==> src/rtl/alu_pkg.sv <==
// rtl/alu_pkg.sv - opcode constants, FSM state type and width default for the ALU arbiter
package alu_pkg;

  localparam int WIDTH_DEFAULT = 8;

  localparam logic [7:0] OP_NONE = 8'h00;
  localparam logic [7:0] OP_ADD  = 8'h2B;
  localparam logic [7:0] OP_SUB  = 8'h2D;
  localparam logic [7:0] OP_MUL  = 8'h2A;
  localparam logic [7:0] OP_DIV  = 8'h2F;
  localparam logic [7:0] OP_AND  = 8'h26;
  localparam logic [7:0] OP_OR   = 8'h7C;

  typedef enum logic [1:0] {
    IDLE = 2'd0,
    WAIT = 2'd1,
    RESP = 2'd2
  } state_t;

  function automatic logic op_legal(input logic [7:0] op);
    logic ok;
    case (op)
      OP_ADD, OP_SUB, OP_MUL, OP_DIV, OP_AND, OP_OR: ok = 1'b1;
      default:                                       ok = 1'b0;
    endcase
    return ok;
  endfunction

endpackage

==> src/rtl/rr_arbiter2.sv <==
// rtl/rr_arbiter2.sv - two-way round-robin grant with one-hot output
module rr_arbiter2 (
  input  logic       clock,
  input  logic       reset,
  input  logic [1:0] req,
  input  logic       advance,
  output logic [1:0] grant
);

  // index of the requester granted most recently; starts at 1 so requester 0 wins first
  logic last;

  // contended requests go to the requester that was not served last
  always_comb begin
    grant = 2'b00;
    case (req)
      2'b01:   grant = 2'b01;
      2'b10:   grant = 2'b10;
      2'b11:   grant = last ? 2'b01 : 2'b10;
      default: grant = 2'b00;
    endcase
  end

  // remember the winner only when its request is actually accepted
  always_ff @(posedge clock or posedge reset) begin
    if (reset) begin
      last <= 1'b1;
    end else if (advance && (grant != 2'b00)) begin
      last <= grant[1];
    end
  end

endmodule

==> src/rtl/alu_arbiter.sv <==
// rtl/alu_arbiter.sv - shares one external ALU between two requesters, one transaction at a time
module alu_arbiter
  import alu_pkg::*;
#(
  parameter int ALU_LATENCY = 1,
  parameter int WIDTH       = WIDTH_DEFAULT
) (
  input  logic               clock,
  input  logic               reset,
  input  logic [1:0]         req_valid,
  output logic [1:0]         req_ready,
  input  logic [2*WIDTH-1:0] req_a,
  input  logic [2*WIDTH-1:0] req_b,
  input  logic [15:0]        req_op,
  output logic               rsp_valid,
  input  logic               rsp_ready,
  output logic [WIDTH-1:0]   rsp_data,
  output logic               rsp_overflow,
  output logic               rsp_error,
  output logic               rsp_id,
  output logic [WIDTH-1:0]   alu_data_a,
  output logic [WIDTH-1:0]   alu_data_b,
  output logic [7:0]         alu_operation,
  input  logic [WIDTH-1:0]   alu_result,
  input  logic               alu_overflow,
  output logic               busy
);

  // the result is valid at the end of the ALU_LATENCY-th WAIT cycle
  localparam int            CW       = (ALU_LATENCY > 1) ? $clog2(ALU_LATENCY) : 1;
  localparam logic [CW-1:0] LAT_LAST = CW'(ALU_LATENCY - 1);

  state_t           state;
  logic [CW-1:0]    lat_cnt;
  logic [1:0]       grant;
  logic             handshake;
  logic             hs_id;
  logic [WIDTH-1:0] sel_a;
  logic [WIDTH-1:0] sel_b;
  logic [7:0]       sel_op;

  rr_arbiter2 u_rr (
    .clock   (clock),
    .reset   (reset),
    .req     (req_valid),
    .advance (handshake),
    .grant   (grant)
  );

  // ready is combinational in IDLE so a waiting request is taken in the first idle cycle
  always_comb begin
    req_ready = (state == IDLE) ? grant : 2'b00;
    handshake = |(req_valid & req_ready);
    hs_id     = req_ready[1];
    sel_a     = hs_id ? req_a[WIDTH +: WIDTH] : req_a[0 +: WIDTH];
    sel_b     = hs_id ? req_b[WIDTH +: WIDTH] : req_b[0 +: WIDTH];
    sel_op    = hs_id ? req_op[15:8] : req_op[7:0];
    busy      = (state != IDLE);
  end

  // transaction sequencing: accept, wait out the ALU latency, hold the response until taken
  always_ff @(posedge clock or posedge reset) begin
    if (reset) begin
      state         <= IDLE;
      lat_cnt       <= '0;
      alu_data_a    <= '0;
      alu_data_b    <= '0;
      alu_operation <= OP_NONE;
      rsp_valid     <= 1'b0;
      rsp_data      <= '0;
      rsp_overflow  <= 1'b0;
      rsp_error     <= 1'b0;
      rsp_id        <= 1'b0;
    end else begin
      case (state)
        IDLE: begin
          if (handshake) begin
            rsp_id       <= hs_id;
            alu_data_a   <= sel_a;
            alu_data_b   <= sel_b;
            lat_cnt      <= '0;
            rsp_data     <= '0;
            rsp_overflow <= 1'b0;
            if (op_legal(sel_op)) begin
              alu_operation <= sel_op;
              rsp_error     <= 1'b0;
              state         <= WAIT;
            end else begin
              // illegal opcodes never reach the ALU and answer immediately
              alu_operation <= OP_NONE;
              rsp_error     <= 1'b1;
              rsp_valid     <= 1'b1;
              state         <= RESP;
            end
          end
        end
        WAIT: begin
          if (lat_cnt == LAT_LAST) begin
            rsp_data     <= alu_result;
            rsp_overflow <= alu_overflow;
            rsp_valid    <= 1'b1;
            state        <= RESP;
          end else begin
            lat_cnt <= lat_cnt + 1'b1;
          end
        end
        RESP: begin
          if (rsp_ready) begin
            rsp_valid     <= 1'b0;
            alu_operation <= OP_NONE;
            state         <= IDLE;
          end
        end
        default: begin
          state <= IDLE;
        end
      endcase
    end
  end

endmodule

==> config.mk <==
export PLATFORM = sky130hd
export DESIGN_NAME = alu_arbiter
export DESIGN_NICKNAME = d
export VERILOG_FILES = /design/src/rtl/alu_pkg.sv /design/src/rtl/rr_arbiter2.sv /design/src/rtl/alu_arbiter.sv
export SDC_FILE = /design/constraint.sdc
export NUM_CORES = 1
export LEC_CHECK = 0
export BUFFER_PORTS_ARGS = -buffer_cell sky130_fd_sc_hd__buf_4
export CORE_MARGIN = 3
export CORE_UTILIZATION = 40
export DETAILED_ROUTE_END_ITERATION = 12
export HOLD_SLACK_MARGIN = 0.06
export PLACE_DENSITY = 0.74
export SETUP_SLACK_MARGIN = 0.4
export SLEW_MARGIN = 20
export SYNTH_ARGS = -nofsm -noshare
export SYNTH_HDL_FRONTEND = slang
export SYNTH_SLANG_ARGS = --single-unit
==> constraint.sdc <==
create_clock -name clock -period 1.4 [get_ports clock]
set_input_delay 0.21 -clock clock [delete_from_list [all_inputs] [get_ports clock]]
set_output_delay 0.21 -clock clock [all_outputs]
set_load 0.02 [all_outputs]
==> flow_summary.ini <==
[logic_synthesis]
yosysSeqAreaShare_pct = 53.1
synth_xor_area_share_pct = 0
synthCells = 180
yosys.area_share.simple_pct = 15.4
synth_compound_area_share_pct = 18.5
synth_fa_ha_area_share_pct = 0
synth_top_family_by_area = compound AO/OA/AOI/OAI gates
ys_warn_count = 0
synth_fp_nets = 242
syn_area_sq_um = 1840
synthMuxAreaShare_pct = 9.78
synth_area_per_cell_sq_um = 10.2
synth.distinct_cells = 35
synth-seq-cells = 39

[power]
swShare_pct = 36.0
p_per_area_nw_per_um2 = 1500
leakagePower_uw = 0.00174
p_int_uw = 3270
fin_total_pwr_uw = 5110
clkPwrFrac_pct = 13.9
combPwrFrac_pct = 53.3
pwr-share-seq_pct = 32.8
p_switching_uw = 1840
peakVddDrop_mv = 0.838

[drt]
wl_um = 5460
drc = 0
ant_nets = 0
routedLengthMet1_um = 2160
viasPerCell = 5.07
routed.top_layer = met4
wl_met3_um = 428
first_pass_iters = 5
vias = 1860
drt_iter0_markers = 63
wl_per_cell_um = 14.9
dr_wl_met2_um = 2860

[layout]
drive_above_1_share_pct = 55.6
syn2layout_area_growth_pct = 84.9
nets = 376
ff_latch_area_sq_um = 980
fill_cells = 321
multi_input_area_sq_um = 936
antenna_cells = 0

[critical_path]
timing.rr.end = alu_operation[2]
start_kind = flop
cp-end-kind = output pin
path_class = reg -> out
crit_required_ns = 1.19
rr_startpoint = state[1]
critPathArrivalTime_ns = 1.34
regToRegSetupSlack_ns = -0.09
r2r_cells = 7
path_max_fanout = 3

[global_route]
antenna_found_initial = 0
first_global_vias = 1907
grt_use_total_pct = 20.5
grt_max_degree = 21
overflow = 0
grt_pass1_wl_um = 8560

[clocking]
clkTransAtPathRegs_ns = 0.07
cts_buffer_depth = 2
cts_buffers = 5
root_buffer = clkbuf_8
clk_latency_ns = 0.28
cts_tree = built
htree_levels = 2
cts_sinks = 39

[sta]
fin_ws_ns = -0.153
finalClockSkew_ns = 0.00577
period_share_pct = 111
final.min_clock_period_ns = 1.55
worstMarginPinSlew_ns = 0.605
hold_slack_ns = -0.0571
setup_violations = 23
max-slew-margin-rel_pct = 59.3
slew_viol_final = 0
rsz0062_at_grt = yes
finalHoldViolations = 17
fmax_mhz = 644

[die]
fp.dieArea_sq_um = 5450
rows = 24
die_x_um = 73.9
ios = 101
start_util_pct = 41.7
die_h_um = 73.9
core_area_sq_um = 4410

[run]
maxCapViolCount = 0

[placement]
finalWeightedCongestion = 0.824
hpwl_um = 3660
preCtsSetupSlack_ns = -0.115
port_buffers = 100

[outcome]
violations = negative hold slack, negative setup slack
status = finished with violations

[worst_hold_path]
hp-class = in -> async
[cells in the mapped netlist]
| master | count | area share [%] |
|---|---|---|
| a22o_1 | 9 | 4.3 |
| mux2i_1 | 18 | 9.8 |
| nor2_2 | 2 | 0.68 |
| nand4b_1 | 1 | 0.48 |
| nor3_1 | 4 | 1.1 |
| a21boi_2 | 1 | 0.61 |
| or2_2 | 1 | 0.34 |
| a211oi_1 | 1 | 0.41 |
| nand3_4 | 1 | 0.95 |
| a21oi_1 | 3 | 0.81 |
| buf_2 | 4 | 1.1 |
| o21ai_1 | 6 | 1.6 |
| dfstp_2 | 1 | 1.4 |
| nor2b_1 | 4 | 1.4 |
| a22oi_1 | 1 | 0.41 |
| o21ai_0 | 20 | 5.4 |
| buf_4 | 1 | 0.41 |
| nor2_1 | 5 | 1.0 |
| o21ai_2 | 1 | 0.48 |
| a31o_2 | 1 | 0.48 |
| nand2b_1 | 1 | 0.34 |
| clkbuf_1 | 3 | 0.61 |
| nand4_1 | 2 | 0.68 |
| a31oi_2 | 1 | 0.68 |
| nand2_1 | 36 | 7.3 |
| o31ai_1 | 1 | 0.41 |
| a41oi_1 | 1 | 0.48 |
| a2111oi_4 | 1 | 1.5 |
| inv_1 | 5 | 1.0 |
| nand3b_1 | 1 | 0.41 |
| o21bai_1 | 1 | 0.41 |
| a211o_1 | 1 | 0.48 |
| inv_2 | 1 | 0.20 |
| dfrtp_1 | 38 | 52 |
| and2_1 | 2 | 0.68 |
[sequential cells by signal, summed over array words and instances, names as in the netlist, 2 cells and up]
| name | count |
|---|---|
| alu_data_a | 8 |
| alu_data_b | 8 |
| alu_operation | 8 |
| rsp_data | 8 |
| state | 2 |
[worst max path at each step]
stage	start	endpoint	slack (ns)	cells after the start
floorplan	state[0]	rsp_error	0.04	5
global placement	req_op[12]	alu_operation[0]	-0.09	7
detailed placement	req_op[12]	alu_operation[0]	-0.12	7
CTS	state[1]	alu_operation[1]	-0.12	7
global route	u_rr.last	req_ready[0]	-0.20	5
finish	u_rr.last	req_ready[0]	-0.15	5
[per-stage QoR]
stage / utilization [%] / instance area, sq um / TNS, ns / hold slack (ns) / std cells
6_report: 77.1 / 3400 / -0.905 / -0.0571 / 367
3_5_place_dp: 62.2 / 2750 / -0.636 / 0.258 / 334
4_1_cts: 75.4 / 3330 / -1.02 / -0.0483 / 361
5_1_grt: 77.1 / 3400 / -3.08 / -0.0366 / 367
2_1_floorplan: - / 1890 / 0 / 0.182 / 180
3_3_place_gp: 62.2 / 2750 / -0.396 / 0.251 / 334
[critical path, cell delays in order (launching register included)]
cell and delay [ns]:
dfstp_2 0.55, nand2_2 0.06, nand3_4 0.12, clkinv_4 0.09, nor2_4 0.12, buf_6 0.13
[cells in the final DEF (no fill, tap or decap), types with 4 or more instances in the layout]
cell type | Yosys | layout
buf_6 | 0 | 44
nor2_1 | 5 | 5
clkbuf_8 | 0 | 5
buf_16 | 0 | 4
o21ai_2 | 1 | 5
buf_4 | 1 | 80
a22o_1 | 9 | 9
mux2i_1 | 18 | 15
nand2_1 | 36 | 32
dfrtp_1 | 38 | 36
o21ai_1 | 6 | 19
[repair_timing]
action	4_1_cts	5_1_grt
pin swaps	17	10
setup buffers	14	6
endpoints found under the setup margin	78	78
resized for setup	86	11
endpoints found under the hold margin	17	17
gates cloned	5	0
[area by class of cell]
class | instances | share of cell area, %
clock buffer | 7 | 2.24
clock inverter | 1 | 0.147
inverter | 6 | 0.919
multi-input combinational | 128 | 27.5
sequential | 39 | 28.8
tap | 52 | 1.91
timing repair buffer | 134 | 38.5
[kinds of logic after synthesis]
| group | Yosys count |
|---|---|
| simple gates | 60 |
| compound gates | 49 |
| flops | 39 |
| mux | 18 |
| buf+inv | 14 |
[power by group through the flow]
stage | logic (uW) | clock network, uW | registers (uW)
global route | 2910 | 778 | 1700
global placement | 1800 | 0 | 1630
finish | 2720 | 711 | 1670
CTS | 2660 | 723 | 1670
detailed placement | 1830 | 0 | 1640
floorplan | 659 | 0 | 1980
[routing by layer]
layer / vias up / track usage [%]
li1: 900 / -
met1: 891 / 24.6
met2: 67 / 35.7
met3: 2 / 6.98
met4: 0 / 3.82
met5: - / 0
Note: power is estimated with default switching activity, not from simulation.
